$ cat config.mk
export PLATFORM = sky130hd
export DESIGN_NAME = geiger_gate_ctrl
export DESIGN_NICKNAME = d
export VERILOG_FILES = /design/src/rtl/geiger_gate_ctrl.sv
export SDC_FILE = /design/constraint.sdc
export NUM_CORES = 1
export LEC_CHECK = 0
export BUFFER_PORTS_ARGS = -buffer_cell sky130_fd_sc_hd__buf_2
export CAP_MARGIN = 15
export CORE_MARGIN = 8
export CORE_UTILIZATION = 45
export DETAILED_ROUTE_END_ITERATION = 7
export PLACE_DENSITY = 0.66
export SLEW_MARGIN = 0
export SYNTH_ARGS = -nofsm -noshare
export SYNTH_HDL_FRONTEND = slang
export SYNTH_SLANG_ARGS = --single-unit
$ cat constraint.sdc
create_clock -name sys_clk_i -period 3.2 [get_ports sys_clk_i]
set_input_delay 0.64 -clock sys_clk_i [delete_from_list [all_inputs] [get_ports sys_clk_i]]
set_output_delay 0.64 -clock sys_clk_i [all_outputs]
set_load 0.02 [all_outputs]
$ cat src/rtl/geiger_gate_ctrl.sv
// geiger_gate_ctrl
// Measurement-window sequencer for the Geiger pulse counter datapath.
// Each window clears the external pulse counter, enables it for a fixed
// gate time, waits a settle interval so a pulse already being qualified
// can land, then latches the count into a stable result register for the
// LED/display stage. Single-shot or continuous operation.
//
// Optional feature (compile-time macro): GEIGER_GATE_AVG_EN
//   defined   : 4-entry history of latched results, result_avg_o is their
//               mean (sum >> 2), updated together with result_o
//   undefined : no history registers, result_avg_o tied to 0
//
// Ports:
//   sys_clk_i      system clock, all logic on rising edge
//   rst_i          synchronous active-high reset
//   start_i        start request, only looked at in IDLE
//   stop_i         abort request, looked at in every state
//   continuous_i   1 = start the next window after each latch (seen in LATCH)
//   cnt_val_i      current value of the external pulse counter
//   cnt_ovf_i      external counter wrap strobe
//   cnt_clr_o      clear to the external counter (high in CLEAR)
//   cnt_en_o       count enable to the external counter (high in GATE)
//   result_o       last latched window count
//   result_ovf_o   counter wrapped during the latched window
//   result_avg_o   moving average of the last four results
//   done_o         one-cycle strobe, result_o was just updated
//   aborted_o      one-cycle strobe, window cancelled by stop_i
//   busy_o         high whenever the sequencer is not idle
//   win_num_o      completed-window counter, wraps 255 -> 0
module geiger_gate_ctrl #(
  parameter int unsigned WIN_CYCLES    = 50000000,
  parameter int unsigned SETTLE_CYCLES = 5000,
  parameter int unsigned CW            = 8
) (
  input  logic          sys_clk_i,
  input  logic          rst_i,
  input  logic          start_i,
  input  logic          stop_i,
  input  logic          continuous_i,
  input  logic [CW-1:0] cnt_val_i,
  input  logic          cnt_ovf_i,
  output logic          cnt_clr_o,
  output logic          cnt_en_o,
  output logic [CW-1:0] result_o,
  output logic          result_ovf_o,
  output logic [CW-1:0] result_avg_o,
  output logic          done_o,
  output logic          aborted_o,
  output logic          busy_o,
  output logic [7:0]    win_num_o
);

  localparam int unsigned MAX_CYC = (WIN_CYCLES > SETTLE_CYCLES) ? WIN_CYCLES : SETTLE_CYCLES;
  localparam int unsigned TW      = $clog2(MAX_CYC + 1);

  // Timer counts down to zero; loaded with length-1 so a state lasts exactly
  // its configured number of cycles.
  localparam logic [TW-1:0] WIN_LOAD    = TW'(WIN_CYCLES - 1);
  localparam logic [TW-1:0] SETTLE_LOAD = TW'((SETTLE_CYCLES == 0) ? 0 : SETTLE_CYCLES - 1);

  typedef enum logic [2:0] {
    S_IDLE,
    S_CLEAR,
    S_GATE,
    S_SETTLE,
    S_LATCH
  } state_e;

  state_e        state_q, state_d;
  logic [TW-1:0] timer_q, timer_d;
  logic          ovf_seen_q, ovf_seen_d;
  logic [CW-1:0] result_q, result_d;
  logic          result_ovf_q, result_ovf_d;
  logic [7:0]    win_num_q, win_num_d;
  logic          done_q, done_d;
  logic          aborted_q, aborted_d;

  // State register and all per-window bookkeeping.
  always_ff @(posedge sys_clk_i) begin
    if (rst_i) begin
      state_q      <= S_IDLE;
      timer_q      <= '0;
      ovf_seen_q   <= 1'b0;
      result_q     <= '0;
      result_ovf_q <= 1'b0;
      win_num_q    <= '0;
      done_q       <= 1'b0;
      aborted_q    <= 1'b0;
    end else begin
      state_q      <= state_d;
      timer_q      <= timer_d;
      ovf_seen_q   <= ovf_seen_d;
      result_q     <= result_d;
      result_ovf_q <= result_ovf_d;
      win_num_q    <= win_num_d;
      done_q       <= done_d;
      aborted_q    <= aborted_d;
    end
  end

  // Next-state logic. stop_i wins over every timer expiry, except in LATCH
  // where the latch always completes and stop_i only suppresses the restart.
  always_comb begin
    state_d      = state_q;
    timer_d      = timer_q;
    ovf_seen_d   = ovf_seen_q;
    result_d     = result_q;
    result_ovf_d = result_ovf_q;
    win_num_d    = win_num_q;
    done_d       = 1'b0;
    aborted_d    = 1'b0;

    unique case (state_q)
      S_IDLE: begin
        if (start_i && !stop_i) state_d = S_CLEAR;
      end

      S_CLEAR: begin
        ovf_seen_d = 1'b0;
        if (stop_i) begin
          state_d   = S_IDLE;
          aborted_d = 1'b1;
        end else begin
          state_d = S_GATE;
          timer_d = WIN_LOAD;
        end
      end

      S_GATE: begin
        if (cnt_ovf_i) ovf_seen_d = 1'b1;
        if (stop_i) begin
          state_d   = S_IDLE;
          aborted_d = 1'b1;
        end else if (timer_q == '0) begin
          if (SETTLE_CYCLES == 0) begin
            state_d = S_LATCH;
          end else begin
            state_d = S_SETTLE;
            timer_d = SETTLE_LOAD;
          end
        end else begin
          timer_d = timer_q - 1'b1;
        end
      end

      S_SETTLE: begin
        if (cnt_ovf_i) ovf_seen_d = 1'b1;
        if (stop_i) begin
          state_d   = S_IDLE;
          aborted_d = 1'b1;
        end else if (timer_q == '0) begin
          state_d = S_LATCH;
        end else begin
          timer_d = timer_q - 1'b1;
        end
      end

      S_LATCH: begin
        result_d     = cnt_val_i;
        result_ovf_d = ovf_seen_q;
        win_num_d    = win_num_q + 8'd1;
        done_d       = 1'b1;
        state_d      = (continuous_i && !stop_i) ? S_CLEAR : S_IDLE;
      end

      default: state_d = S_IDLE;
    endcase
  end

  assign cnt_clr_o    = (state_q == S_CLEAR);
  assign cnt_en_o     = (state_q == S_GATE);
  assign busy_o       = (state_q != S_IDLE);
  assign result_o     = result_q;
  assign result_ovf_o = result_ovf_q;
  assign win_num_o    = win_num_q;
  assign done_o       = done_q;
  assign aborted_o    = aborted_q;

`ifdef GEIGER_GATE_AVG_EN
  logic [CW-1:0] hist_q [4];
  logic [CW+1:0] avg_sum;

  // History shifts on the same edge that loads result_q, so the average
  // computed from the registers changes in the same cycle as result_o.
  always_ff @(posedge sys_clk_i) begin
    if (rst_i) begin
      for (int i = 0; i < 4; i++) hist_q[i] <= '0;
    end else if (state_q == S_LATCH) begin
      hist_q[0] <= cnt_val_i;
      hist_q[1] <= hist_q[0];
      hist_q[2] <= hist_q[1];
      hist_q[3] <= hist_q[2];
    end
  end

  assign avg_sum = {2'b00, hist_q[0]} + {2'b00, hist_q[1]}
                 + {2'b00, hist_q[2]} + {2'b00, hist_q[3]};
  assign result_avg_o = CW'(avg_sum >> 2);
`else
  assign result_avg_o = '0;
`endif

endmodule

==> load_flow_metrics.sql <==
INSERT INTO impl_metrics (metric_group, metric, value, unit) VALUES
('drt', 'initialDrtViolationCount', '230', ''),
('hold_path', 'holdPathStages', '2', ''),
('yosys', 'ys_async_sr_fraction', '0', ''),
('place', 'portBuffers', '35', ''),
('sta', 'grt_setup_unrepaired', 'no', ''),
('pwr', 'switchingPower', '0.000458', 'W'),
('floorplanning', 'std_cell_rows', '28', ''),
('sta', 'holdWs', '0.454', 'ns'),
('sta', 'final.period_utilization', '0.892', ''),
('place', 'placedInstanceArea', '0.00286', 'mm2'),
('clocking', 'cts_repair_resize_count', '0', ''),
('final_layout', 'multi_input_area', '0.00150', 'mm2'),
('yosys', 'synth_top_cell_by_area', 'sky130_fd_sc_hd__dfxtp_1', ''),
('drt', 'drt_first_pass_iters', '5', ''),
('drt', 'num_vias', '2611', ''),
('setup_path', 'worst_setup_path_end_kind', 'register', ''),
('yosys', 'synth_seq_cells', '49', ''),
('global_route', 'first_global_vias', '2239', ''),
('final_layout', 'finalNetCount', '378', ''),
('setup_path', 'worstRegToRegCells', '6', ''),
('final_layout', 'filler_cell_count', '584', ''),
('yosys', 'yosysUniqueCellTypes', '55', ''),
('sta', 'timing.slew.headroom', '0.521', ''),
('pwr', 'part_of_the_power_in_registers', '0.478', ''),
('clocking', 'clk_root_buffer_cell', 'sky130_fd_sc_hd__clkbuf_8', ''),
('floorplanning', 'floorplan.die.width', '92.6', 'um'),
('global_route', 'initial_antenna_violation_count', '0', ''),
('setup_path', 'kind_of_start_point_of_the_critical_path', 'register', ''),
('sta', 'report.final.hold_viol_count', '0', ''),
('yosys', 'mappedNetlistArea', '0.00264', 'mm2'),
('pwr', 'combPwrFrac', '0.245', ''),
('final_layout', 'n_antenna_cell', '0', ''),
('final_layout', 'leading_cell_type_in_the_layout_fill_and_taps_excluded', 'sky130_fd_sc_hd__dfxtp_1', ''),
('clocking', 'ctsHtreeMaxLevel', '2', ''),
('place', 'routabilityCongestion', '0.916', ''),
('setup_path', 'worstPathRequired', '3.44', 'ns'),
('yosys', 'ys_warn_count', '0', ''),
('final_layout', 'syn2layout_area_growth', '11.5', '%'),
('setup_path', 'critical_path.max_fanout', '16', ''),
('clocking', 'ctsLongestPathBuffers', '2', ''),
('clocking', 'cts_tree', 'done', ''),
('floorplanning', 'start_util', '0.457', ''),
('pwr', 'vdd_ir_drop_max', '0.000199', 'V'),
('pwr', 'power_per_cell_area', '457', 'mW/mm2'),
('sta', 'finalSetupViolations', '0', ''),
('drt', 'post_drt_via_cell_ratio', '5.97', ''),
('clocking', 'cts_buffers', '5', ''),
('clocking', 'clock_latency', '0.31', 'ns'),
('floorplanning', 'core-area', '0.00578', 'mm2'),
('yosys', 'yosysTopAreaCellShare', '0.371', ''),
('sta', 'slew_viol_final', '0', ''),
('setup_path', 'critPathArrivalTime', '3.09', 'ns'),
('pwr', 'power.switching_fraction', '0.340', ''),
('yosys', 'synth_top_cells_by_area', 'sky130_fd_sc_hd__dfxtp_1 (37%), sky130_fd_sc_hd__a21oi_1 (6.3%), sky130_fd_sc_hd__nand2_1 (4.7%)', ''),
('clocking', 'clock_slew_at_reported_path_ffs', '0.09', 'ns'),
('yosys', 'ys_dominant_reg_cell', 'sky130_fd_sc_hd__dfxtp_1', ''),
('outcome', 'status', 'finished clean', ''),
('global_route', 'first_pass_grt_wire_length', '11.5', 'mm'),
('drt', 'post_detailed_route_wirelength_per_cell', '16.7', 'um'),
('global_route', 'globalRouteOverflowTotal', '0', ''),
('final_layout', 'seqCellArea', '981', 'um2'),
('drt', 'route.antenna.remaining_nets', '0', ''),
('final_layout', 'final_cell_mix', 'sky130_fd_sc_hd__dfxtp_1 (49), sky130_fd_sc_hd__buf_2 (35), sky130_fd_sc_hd__nand2_1 (33), sky130_fd_sc_hd__a21oi_1 (33), sky130_fd_sc_hd__nor2_1 (29)', ''),
('global_route', 'global_route.usage.total', '0.164', ''),
('yosys', 'synthesis.instances', '330', ''),
('sta', 'worst-slew-pin-transition', '0.718', 'ns'),
('hold_path', 'hold_path_class', 'register to register', ''),
('yosys', 'synth_seq_area_share', '0.371', ''),
('clocking', 'cts_setup_buffers', '0', ''),
('setup_path', 'worst-setup-path-type', 'register to register', ''),
('floorplanning', 'die_h', '92.6', 'um');
## registers in the layout, indices dropped and copies added, names as in the netlist
name and flops:
aborted_o 1, done_o 1, ovf_seen_q 1, result_o 8, result_ovf_o 1, state_q 3, timer_q 26, win_num_o 8
## synth_stat cells (2+ instances only)
master                     number
sky130_fd_sc_hd__dfxtp_1       49
sky130_fd_sc_hd__a21oi_1       33
sky130_fd_sc_hd__nand2_1       33
sky130_fd_sc_hd__nor2_1        29
sky130_fd_sc_hd__o21ai_0       17
sky130_fd_sc_hd__clkbuf_1      15
sky130_fd_sc_hd__nor3_1        12
sky130_fd_sc_hd__inv_1         10
sky130_fd_sc_hd__nand3_1       10
sky130_fd_sc_hd__nor4_1        10
sky130_fd_sc_hd__a211oi_1       9
sky130_fd_sc_hd__or4_1          9
sky130_fd_sc_hd__buf_4          8
sky130_fd_sc_hd__nand4_1        7
sky130_fd_sc_hd__or3_1          7
sky130_fd_sc_hd__xor2_1         6
sky130_fd_sc_hd__o31ai_1        5
sky130_fd_sc_hd__o31a_1         4
sky130_fd_sc_hd__or2_2          4
sky130_fd_sc_hd__ha_1           3
sky130_fd_sc_hd__nand2b_1       3
sky130_fd_sc_hd__nor3b_1        3
sky130_fd_sc_hd__buf_2          2
sky130_fd_sc_hd__buf_6          2
sky130_fd_sc_hd__nor2b_1        2
sky130_fd_sc_hd__nor4_2         2
sky130_fd_sc_hd__nor4b_1        2
sky130_fd_sc_hd__o221ai_1       2
sky130_fd_sc_hd__o32ai_1        2
sky130_fd_sc_hd__o41ai_1        2
sky130_fd_sc_hd__or3b_2         2
sky130_fd_sc_hd__or4b_2         2
sky130_fd_sc_hd__xnor2_1        2
## routing by layer
| layer | share of wire | routed length, um | global-route usage |
|---|---|---|---|
| met5 | 0 | 0 | 0 |
| met4 | 0.013 | 97 | 0.0470 |
| met3 | 0.077 | 559 | 0.0324 |
| met2 | 0.46 | 3360 | 0.264 |
| met1 | 0.45 | 3290 | 0.218 |
## final timing paths
| path | slack [ns] | to | from |
|---|---|---|---|
| worst max-delay path | 0.35 | timer_q[9] | timer_q[12] |
| worst min-delay path | 0.45 | result_o[1] | result_o[1] |
| worst max register to register | 0.35 | timer_q[9] | timer_q[12] |
| worst min register to register | 0.45 | result_o[1] | result_o[1] |
## power by group through the flow
stage	clock (W)	sequential, W	combinational [W]
after floorplan	0	0.000651	0.000250
final	0.000372	0.000645	0.000331
after global routing	0.000410	0.000648	0.000357
after CTS	0.000384	0.000644	0.000323
after global placement	0	0.000657	0.000320
after detailed placement	0	0.000658	0.000321
## kinds of logic (layout without fill, tap and decap cells)
family / Yosys count / after routing / synth area share
simple gates: 142 / 142 / 0.291
compound gates: 89 / 89 / 0.224
flops: 49 / 49 / 0.371
buf+inv: 38 / 63 / 0.0720
xor+xnor: 8 / 8 / 0.0265
fa+ha+maj: 3 / 3 / 0.0142
other cells: 1 / 8 / 0.00142
## final cells by class
class,count,area share
multi-input cells,250,0.508
flip-flops and latches,49,0.333
repair buffers,45,0.0849
well taps,75,0.0318
clock buffers,6,0.0246
inverters,10,0.0127
clock inverters,2,0.00467
## metrics by stage
stage	std cells	utilization	power (W)	setup slack, ns
after CTS	437	0.510	0.00135	0.402
after global placement	429	0.495	0.000978	0.474
after global routing	437	0.510	0.00142	0.221
after detailed placement	429	0.495	0.000979	0.424
after floorplan	337	-	0.000902	0.791
final	437	0.510	0.00135	0.347
## critical path, cell delays in order, from the launching register on
cell	delay (ns)
sky130_fd_sc_hd__dfxtp_1	0.34
sky130_fd_sc_hd__or4_1	0.70
sky130_fd_sc_hd__or4_4	0.63
sky130_fd_sc_hd__o31ai_4	0.69
sky130_fd_sc_hd__buf_4	0.23
sky130_fd_sc_hd__o21ai_0	0.08
sky130_fd_sc_hd__a21oi_1	0.12
(Power assumes the default switching activity.)
